<file path="src/rtl/speed_mode_ctrl_pkg.sv">
// Shared definitions for the three-speed blink/tick controller.
//   - One-hot mode encodings (slow/mid/fast)
//   - Phase enum for the duty-cycle FSM
//   - Default phase durations and debounce length
//   - next_target(): saturating one-hot shift of the speed target
package speed_mode_ctrl_pkg;

  localparam logic [2:0] MODE_SLOW = 3'b001;
  localparam logic [2:0] MODE_MID  = 3'b010;
  localparam logic [2:0] MODE_FAST = 3'b100;

  typedef enum logic {
    PH_LOW  = 1'b0,
    PH_HIGH = 1'b1
  } phase_e;

  localparam int DEF_CNT_W      = 21;
  localparam int DEF_LOW_SLOW   = 30;
  localparam int DEF_HIGH_SLOW  = 60;
  localparam int DEF_LOW_MID    = 20;
  localparam int DEF_HIGH_MID   = 40;
  localparam int DEF_LOW_FAST   = 10;
  localparam int DEF_HIGH_FAST  = 20;
  localparam int DEF_DEB_CYCLES = 4;

  // Saturating shift of the one-hot target. Simultaneous up/down cancel.
  // Any non-legal encoding is first normalised to slow.
  function automatic logic [2:0] next_target(input logic [2:0] cur,
                                             input logic       up,
                                             input logic       down);
    logic [2:0] base;
    base = ((cur == MODE_MID) || (cur == MODE_FAST)) ? cur : MODE_SLOW;
    next_target = base;
    if (up && !down) begin
      case (base)
        MODE_SLOW: next_target = MODE_MID;
        default:   next_target = MODE_FAST;
      endcase
    end else if (down && !up) begin
      case (base)
        MODE_FAST: next_target = MODE_MID;
        default:   next_target = MODE_SLOW;
      endcase
    end
  endfunction

endpackage

</file>
<file path="src/rtl/speed_mode_ctrl_if.sv">
// Board-side bundle of the speed controller.
//   btn_up / btn_down : raw asynchronous push-buttons
//   clk_out           : duty-cycled divided output
//   mode              : applied one-hot mode
//   change_pending    : target differs from applied mode
//   period_done       : pulse in the last cycle of each high phase
// master = button/consumer side, slave = the controller.
interface speed_mode_ctrl_if;
  logic       btn_up;
  logic       btn_down;
  logic       clk_out;
  logic [2:0] mode;
  logic       change_pending;
  logic       period_done;

  modport master (
    output btn_up, btn_down,
    input  clk_out, mode, change_pending, period_done
  );

  modport slave (
    input  btn_up, btn_down,
    output clk_out, mode, change_pending, period_done
  );
endinterface

</file>
<file path="src/rtl/speed_mode_ctrl_btn_debounce_edge.sv">
// Button conditioning: 2-FF synchronizer, debounce, rising-edge pulse.
//   clk, reset : system clock, synchronous active-high reset
//   btn        : raw asynchronous button level
//   req        : one-cycle pulse when the debounced level rises
// A new level is accepted once the synchronized sample has differed from
// the current debounced level on DEB_CYCLES consecutive edges.
module btn_debounce_edge #(
  parameter int DEB_CYCLES = 4
) (
  input  logic clk,
  input  logic reset,
  input  logic btn,
  output logic req
);

  localparam int            DW       = (DEB_CYCLES > 1) ? $clog2(DEB_CYCLES) : 1;
  localparam logic [DW-1:0] CNT_LAST = DW'(DEB_CYCLES - 1);

  logic          sync1;
  logic          s;
  logic          stable;
  logic          stable_d;
  logic [DW-1:0] cnt;

  // NOTE: sequential state uses non-blocking assignments so every register
  // samples pre-edge values regardless of statement order.
  always_ff @(posedge clk) begin
    if (reset) begin
      sync1    <= 1'b0;
      s        <= 1'b0;
      stable   <= 1'b0;
      stable_d <= 1'b0;
      cnt      <= '0;
    end else begin
      sync1    <= btn;
      s        <= sync1;
      stable_d <= stable;
      if (s == stable) begin
        cnt <= '0;
      end else if (cnt == CNT_LAST) begin
        stable <= s;
        cnt    <= '0;
      end else begin
        cnt <= cnt + DW'(1);
      end
    end
  end

  // Release (falling debounced level) deliberately produces nothing.
  assign req = stable & ~stable_d;

endmodule

</file>
<file path="src/rtl/speed_mode_ctrl.sv">
// Three-speed blink/tick controller.
//   clk, reset : system clock, synchronous active-high reset
//   bus        : speed_mode_ctrl_if.slave (buttons in; clk_out, mode,
//                change_pending, period_done out)
// Button requests move a saturating one-hot target; the target is applied
// to mode only at the HIGH->LOW boundary so a phase is never cut short or
// stretched. Phase lengths come from the applied mode.
module speed_mode_ctrl
  import speed_mode_ctrl_pkg::*;
#(
  parameter int CNT_W      = DEF_CNT_W,
  parameter int LOW_SLOW   = DEF_LOW_SLOW,
  parameter int HIGH_SLOW  = DEF_HIGH_SLOW,
  parameter int LOW_MID    = DEF_LOW_MID,
  parameter int HIGH_MID   = DEF_HIGH_MID,
  parameter int LOW_FAST   = DEF_LOW_FAST,
  parameter int HIGH_FAST  = DEF_HIGH_FAST,
  parameter int DEB_CYCLES = DEF_DEB_CYCLES
) (
  input  logic              clk,
  input  logic              reset,
  speed_mode_ctrl_if.slave  bus
);

  logic             up_req;
  logic             down_req;

  phase_e           phase_q, phase_nxt;
  logic [CNT_W-1:0] count_q, count_nxt;
  logic             clk_out_q, clk_out_nxt;
  logic [2:0]       mode_q, mode_nxt;
  logic [2:0]       target_q, target_nxt;
  logic [CNT_W-1:0] last_low, last_high;

  btn_debounce_edge #(.DEB_CYCLES(DEB_CYCLES)) u_up (
    .clk   (clk),
    .reset (reset),
    .btn   (bus.btn_up),
    .req   (up_req)
  );

  btn_debounce_edge #(.DEB_CYCLES(DEB_CYCLES)) u_down (
    .clk   (clk),
    .reset (reset),
    .btn   (bus.btn_down),
    .req   (down_req)
  );

  // Terminal counts of the applied mode; an illegal mode runs as slow.
  // NOTE: every always_comb output gets a default first so no path leaves
  // it unassigned and no latch is inferred.
  always_comb begin
    last_low  = CNT_W'(LOW_SLOW - 1);
    last_high = CNT_W'(HIGH_SLOW - 1);
    case (mode_q)
      MODE_MID: begin
        last_low  = CNT_W'(LOW_MID - 1);
        last_high = CNT_W'(HIGH_MID - 1);
      end
      MODE_FAST: begin
        last_low  = CNT_W'(LOW_FAST - 1);
        last_high = CNT_W'(HIGH_FAST - 1);
      end
      default: ;
    endcase
  end

  // State register
  always_ff @(posedge clk) begin
    if (reset) begin
      phase_q   <= PH_LOW;
      count_q   <= '0;
      clk_out_q <= 1'b0;
      mode_q    <= MODE_SLOW;
      target_q  <= MODE_SLOW;
    end else begin
      phase_q   <= phase_nxt;
      count_q   <= count_nxt;
      clk_out_q <= clk_out_nxt;
      mode_q    <= mode_nxt;
      target_q  <= target_nxt;
    end
  end

  // Next state. The commit reads target_q (pre-edge), so a request whose
  // target update lands on the boundary edge waits for the next period.
  always_comb begin
    phase_nxt   = phase_q;
    count_nxt   = count_q + CNT_W'(1);
    clk_out_nxt = clk_out_q;
    mode_nxt    = mode_q;
    target_nxt  = next_target(target_q, up_req, down_req);
    case (phase_q)
      PH_LOW: begin
        if (count_q == last_low) begin
          phase_nxt   = PH_HIGH;
          count_nxt   = '0;
          clk_out_nxt = 1'b1;
        end
      end
      PH_HIGH: begin
        if (count_q == last_high) begin
          phase_nxt   = PH_LOW;
          count_nxt   = '0;
          clk_out_nxt = 1'b0;
          mode_nxt    = target_q;
        end
      end
    endcase
  end

  // Outputs
  always_comb begin
    bus.clk_out        = clk_out_q;
    bus.mode           = mode_q;
    bus.change_pending = (target_q != mode_q);
    bus.period_done    = (phase_q == PH_HIGH) && (count_q == last_high);
  end

endmodule

</file>
<file path="src/flat_wrapper.sv">
// flat-port wrapper written by rule: the top's interface ports become plain ports
module speed_mode_ctrl_flat import speed_mode_ctrl_pkg::*;
#(
  parameter int CNT_W      = DEF_CNT_W,
  parameter int LOW_SLOW   = DEF_LOW_SLOW,
  parameter int HIGH_SLOW  = DEF_HIGH_SLOW,
  parameter int LOW_MID    = DEF_LOW_MID,
  parameter int HIGH_MID   = DEF_HIGH_MID,
  parameter int LOW_FAST   = DEF_LOW_FAST,
  parameter int HIGH_FAST  = DEF_HIGH_FAST,
  parameter int DEB_CYCLES = DEF_DEB_CYCLES
)
  (clk, reset, bus_btn_up, bus_btn_down, bus_clk_out, bus_mode, bus_change_pending, bus_period_done);
  speed_mode_ctrl_if bus_i ();
  input  logic clk;
  input  logic reset;
  input wire logic [$bits(bus_i.btn_up)-1:0] bus_btn_up;
  input wire logic [$bits(bus_i.btn_down)-1:0] bus_btn_down;
  output wire logic [$bits(bus_i.clk_out)-1:0] bus_clk_out;
  output wire logic [$bits(bus_i.mode)-1:0] bus_mode;
  output wire logic [$bits(bus_i.change_pending)-1:0] bus_change_pending;
  output wire logic [$bits(bus_i.period_done)-1:0] bus_period_done;
  assign bus_i.btn_up = bus_btn_up;
  assign bus_i.btn_down = bus_btn_down;
  assign bus_clk_out = bus_i.clk_out;
  assign bus_mode = bus_i.mode;
  assign bus_change_pending = bus_i.change_pending;
  assign bus_period_done = bus_i.period_done;
  speed_mode_ctrl #(.CNT_W(CNT_W), .LOW_SLOW(LOW_SLOW), .HIGH_SLOW(HIGH_SLOW), .LOW_MID(LOW_MID), .HIGH_MID(HIGH_MID), .LOW_FAST(LOW_FAST), .HIGH_FAST(HIGH_FAST), .DEB_CYCLES(DEB_CYCLES)) u_core (.clk(clk), .reset(reset), .bus(bus_i));
endmodule
</file>
<file path="config.mk">
export PLATFORM = sky130hd
export DESIGN_NAME = speed_mode_ctrl_flat
export DESIGN_NICKNAME = d
export VERILOG_FILES = /design/src/rtl/speed_mode_ctrl_pkg.sv /design/src/rtl/speed_mode_ctrl_if.sv /design/src/rtl/speed_mode_ctrl_btn_debounce_edge.sv /design/src/rtl/speed_mode_ctrl.sv /design/src/flat_wrapper.sv
export SDC_FILE = /design/constraint.sdc
export NUM_CORES = 1
export LEC_CHECK = 0
export ABC_AREA = 1
export CAP_MARGIN = 20
export CELL_PAD_IN_SITES_DETAIL_PLACEMENT = 1
export CELL_PAD_IN_SITES_GLOBAL_PLACEMENT = 1
export CORE_MARGIN = 1
export CORE_UTILIZATION = 35
export CTS_CLUSTER_SIZE = 28
export DETAILED_ROUTE_END_ITERATION = 16
export HOLD_SLACK_MARGIN = 0.03
export PLACE_DENSITY = 0.71
export SLEW_MARGIN = 20
export SYNTH_ARGS = -nofsm -noshare
export SYNTH_HDL_FRONTEND = slang
export SYNTH_HIERARCHICAL = 1
export SYNTH_SLANG_ARGS = --single-unit
</file>
<file path="constraint.sdc">
create_clock -name clk -period 3.7 [get_ports clk]
set_input_delay 0.74 -clock clk [delete_from_list [all_inputs] [get_ports clk]]
set_output_delay 0.74 -clock clk [all_outputs]
set_load 0.01 [all_outputs]
</file>
==> impl_metrics.env <==
export IMPL_antenna_found_initial=0
export IMPL_ys_flop_type="dfxtp_1"
export IMPL_multi_input_area_sq_um=1080
export IMPL_gr_usage_all_layers_pct=16.9
export IMPL_finalCriticalPeriod_ns=3.06
export IMPL_path_clk_slew_ns=0.08
export IMPL_drive_above_1_share_pct=9.66
export IMPL_core_area_sq_um=5610
export IMPL_path_cells="ha_1, inv_1, nor3_1, nand2_1, inv_1, nand2_1, nor2_2, nand3_4, inv_1, clkdlybuf4s50_1"
export IMPL_power_density_nw_per_um2=330
export IMPL_grt_use_met1_pct=22.9
export IMPL_filler_cell_count=772
export IMPL_grt_pass1_vias=1842
export IMPL_cp_max_fo=8
export IMPL_die_area_sq_um=6270
export IMPL_slowest_delay_ns=0.52
export IMPL_ant_nets=0
export IMPL_drv_slew=0
export IMPL_met3_usage_pct=2.76
export IMPL_hold_path_class="flop to flop"
export IMPL_vias=1868
export IMPL_crit_type="flop to output pin"
export IMPL_final_cell_mix="nor2_1 (68), nand2_1 (66), dfxtp_1 (41)"
export IMPL_clockBufferDepth=2
export IMPL_htree_levels=2
export IMPL_busiest_layer="met2"
export IMPL_dr_first_iter_drc_count=60
export IMPL_io_buffers=9
export IMPL_cts_buffers=5
export IMPL_fp_dieH_um=79.2
export IMPL_syn_area_sq_um=2080
export IMPL_finalHoldViolCount=0
export IMPL_synth_edf_count=0
export IMPL_cts_hold_buf=0
export IMPL_setup_tns_final_ns=0
export IMPL_postRouteWirelength_um=4780
export IMPL_die_width_um=79.2
export IMPL_ff_latch_area_sq_um=821
export IMPL_clock_latency_ns=0.29
export IMPL_use_met2_pct=27.8
export IMPL_outcome="finished clean"
export IMPL_io_pins=10
export IMPL_fin_util_pct=41.6
export IMPL_ys_seq_elements=41
export IMPL_grt_overflow_total=0
export IMPL_peakVddDrop_uv=191
export IMPL_gp_congestion=0.735
export IMPL_placed_area_sq_um=2250
export IMPL_initial_core_util_pct=37.2
export IMPL_hpwl_um=3740
export IMPL_synth_fp_nets=315
export IMPL_wl_per_cell_um=12.2
export IMPL_start_kind="flop"
export IMPL_grt_pass1_wl_um=8340
export IMPL_cap_violations=0
export IMPL_seq_area_frac_synth_pct=39.4
export IMPL_critical_path_required_ns=2.96
export IMPL_post_route_period_util_pct=82.7
export IMPL_drc_errors=0
export IMPL_area_growth_pct=11.9
export IMPL_critical_path_buf_inv_count=4
export IMPL_fin_area_sq_um=2330
export IMPL_endpoint_kind="output pin"
export IMPL_nets=327
export IMPL_max_freq_mhz=327
export IMPL_worstMarginPinSlew_ns=0.401
export IMPL_ctsResizeCount=0
export IMPL_critPathSlowestCell="clkdlybuf4s50_1"
export IMPL_firstDrtPassIters=4
export IMPL_maxSlewHeadroom_pct=73.1
export IMPL_row_count=27
export IMPL_layout_cells_most_common="nor2_1"
export IMPL_n_antenna_cell=0
export IMPL_critical_path_arrival_ns=2.32
export IMPL_grt_max_degree=27
export IMPL_cts_root_buf="clkbuf_8"
export IMPL_leakagePower_nw=0.963
export IMPL_setup_viol=0
export IMPL_postCtsSetupBuffers=0
export IMPL_yosysWarnings=6
export IMPL_cpMostUsedCell="inv_1"
export IMPL_clock_skew_ns=0.00739
export IMPL_finalPower_w=0.000769
export IMPL_synth_area_per_cell_sq_um=6.77
export IMPL_synth_cell_types=29
export IMPL_rsz0062_at_grt="false"
export IMPL_async_flop_share_pct=0
export IMPL_via_per_inst=4.75
export IMPL_postSynthCellCount=308
export IMPL_cp_top_family="buffers and inverters"
export IMPL_clock_sinks=41
export IMPL_cts_tree="done"
-- synthesized netlist by cell type, types with 3 or more instances --
cell      n  area share, %
dfxtp_1  41             39
nor3_1   13            3.1
nor2_2    5            1.5
inv_2     4           0.72
nand3_1  19            4.6
nand2_2   4            1.2
nand2_1  66             12
o21ai_0   5            1.2
xnor2_1   4            1.7
inv_1    37            6.7
ha_1      3            1.8
nand3_2   5            2.4
xor2_1    9            3.8
nor2_1   68             12
nand4_1   6            1.8
-- path summary, 6_finish.rpt --
kind              cells past startpoint  slack [ns]                      startpoint                             to
setup / recovery                     10        0.64    u_core/count_q[0]$_SDFF_PP0_                bus_period_done
hold / removal                        2        0.41  u_core/u_down/sync1$_SDFF_PP0_     u_core/u_down/s$_SDFF_PP0_
setup reg to reg                      7        1.79    u_core/count_q[0]$_SDFF_PP0_  u_core/count_q[16]$_SDFF_PP0_
hold reg to reg                       2        0.41  u_core/u_down/sync1$_SDFF_PP0_     u_core/u_down/s$_SDFF_PP0_
-- through the flow --
step | setup WS, ns | hold slack, ns | std cells
2_1_floorplan | 1.58 | 0.388 | 308
3_3_place_gp | 0.970 | 0.391 | 385
3_5_place_dp | 0.914 | 0.401 | 385
4_1_cts | 0.591 | 0.413 | 393
5_1_grt | 0.386 | 0.438 | 393
6_report | 0.640 | 0.411 | 393
-- where the power goes --
group          internal (W)  switching, W
Combinational     0.0000106     0.0000178
Clock              0.000130      0.000159
Sequential         0.000446    0.00000541
-- logic make-up after synthesis --
group | after synthesis | synth area share (%)
compound gates | 12 | 3.12
xor+xnor | 13 | 5.46
fa+ha+maj | 3 | 1.80
buf+inv | 47 | 8.76
flops | 41 | 39.4
simple gates | 192 | 41.5
-- cell type report --
| type | count | share of cell area, % |
|---|---|---|
| Sequential cell | 41 | 35.2 |
| Tap cell | 72 | 3.86 |
| Clock inverter | 3 | 0.751 |
| Timing Repair Buffer | 10 | 4.18 |
| Multi-Input combinational cell | 220 | 46.3 |
| Clock buffer | 5 | 2.95 |
| Inverter | 42 | 6.76 |
-- layer usage --
layer	up-vias	part of all wire, %
met5	-	0
met4	0	0.65
met3	2	1.9
met2	12	44
met1	874	53
li1	980	-
-- state kept, by name, indices dropped and copies added (netlist names), 2 cells and up --
| register | cells |
|---|---|
| u_core/u_down/cnt | 2 |
| u_core/bus.mode | 3 |
| u_core/target_q | 3 |
| u_core/count_q | 21 |
| u_core/u_up/cnt | 2 |
-- worst reg2reg max path, stage by stage, from the launching register on --
cell	delay [ns]
dfxtp_1	0.47
ha_1	0.31
nand3_2	0.19
nor3_2	0.36
nand2_1	0.17
o21ai_0	0.18
o21ai_1	0.09
nor2_1	0.08
No activity file was read; power rests on OpenSTA's default activity.
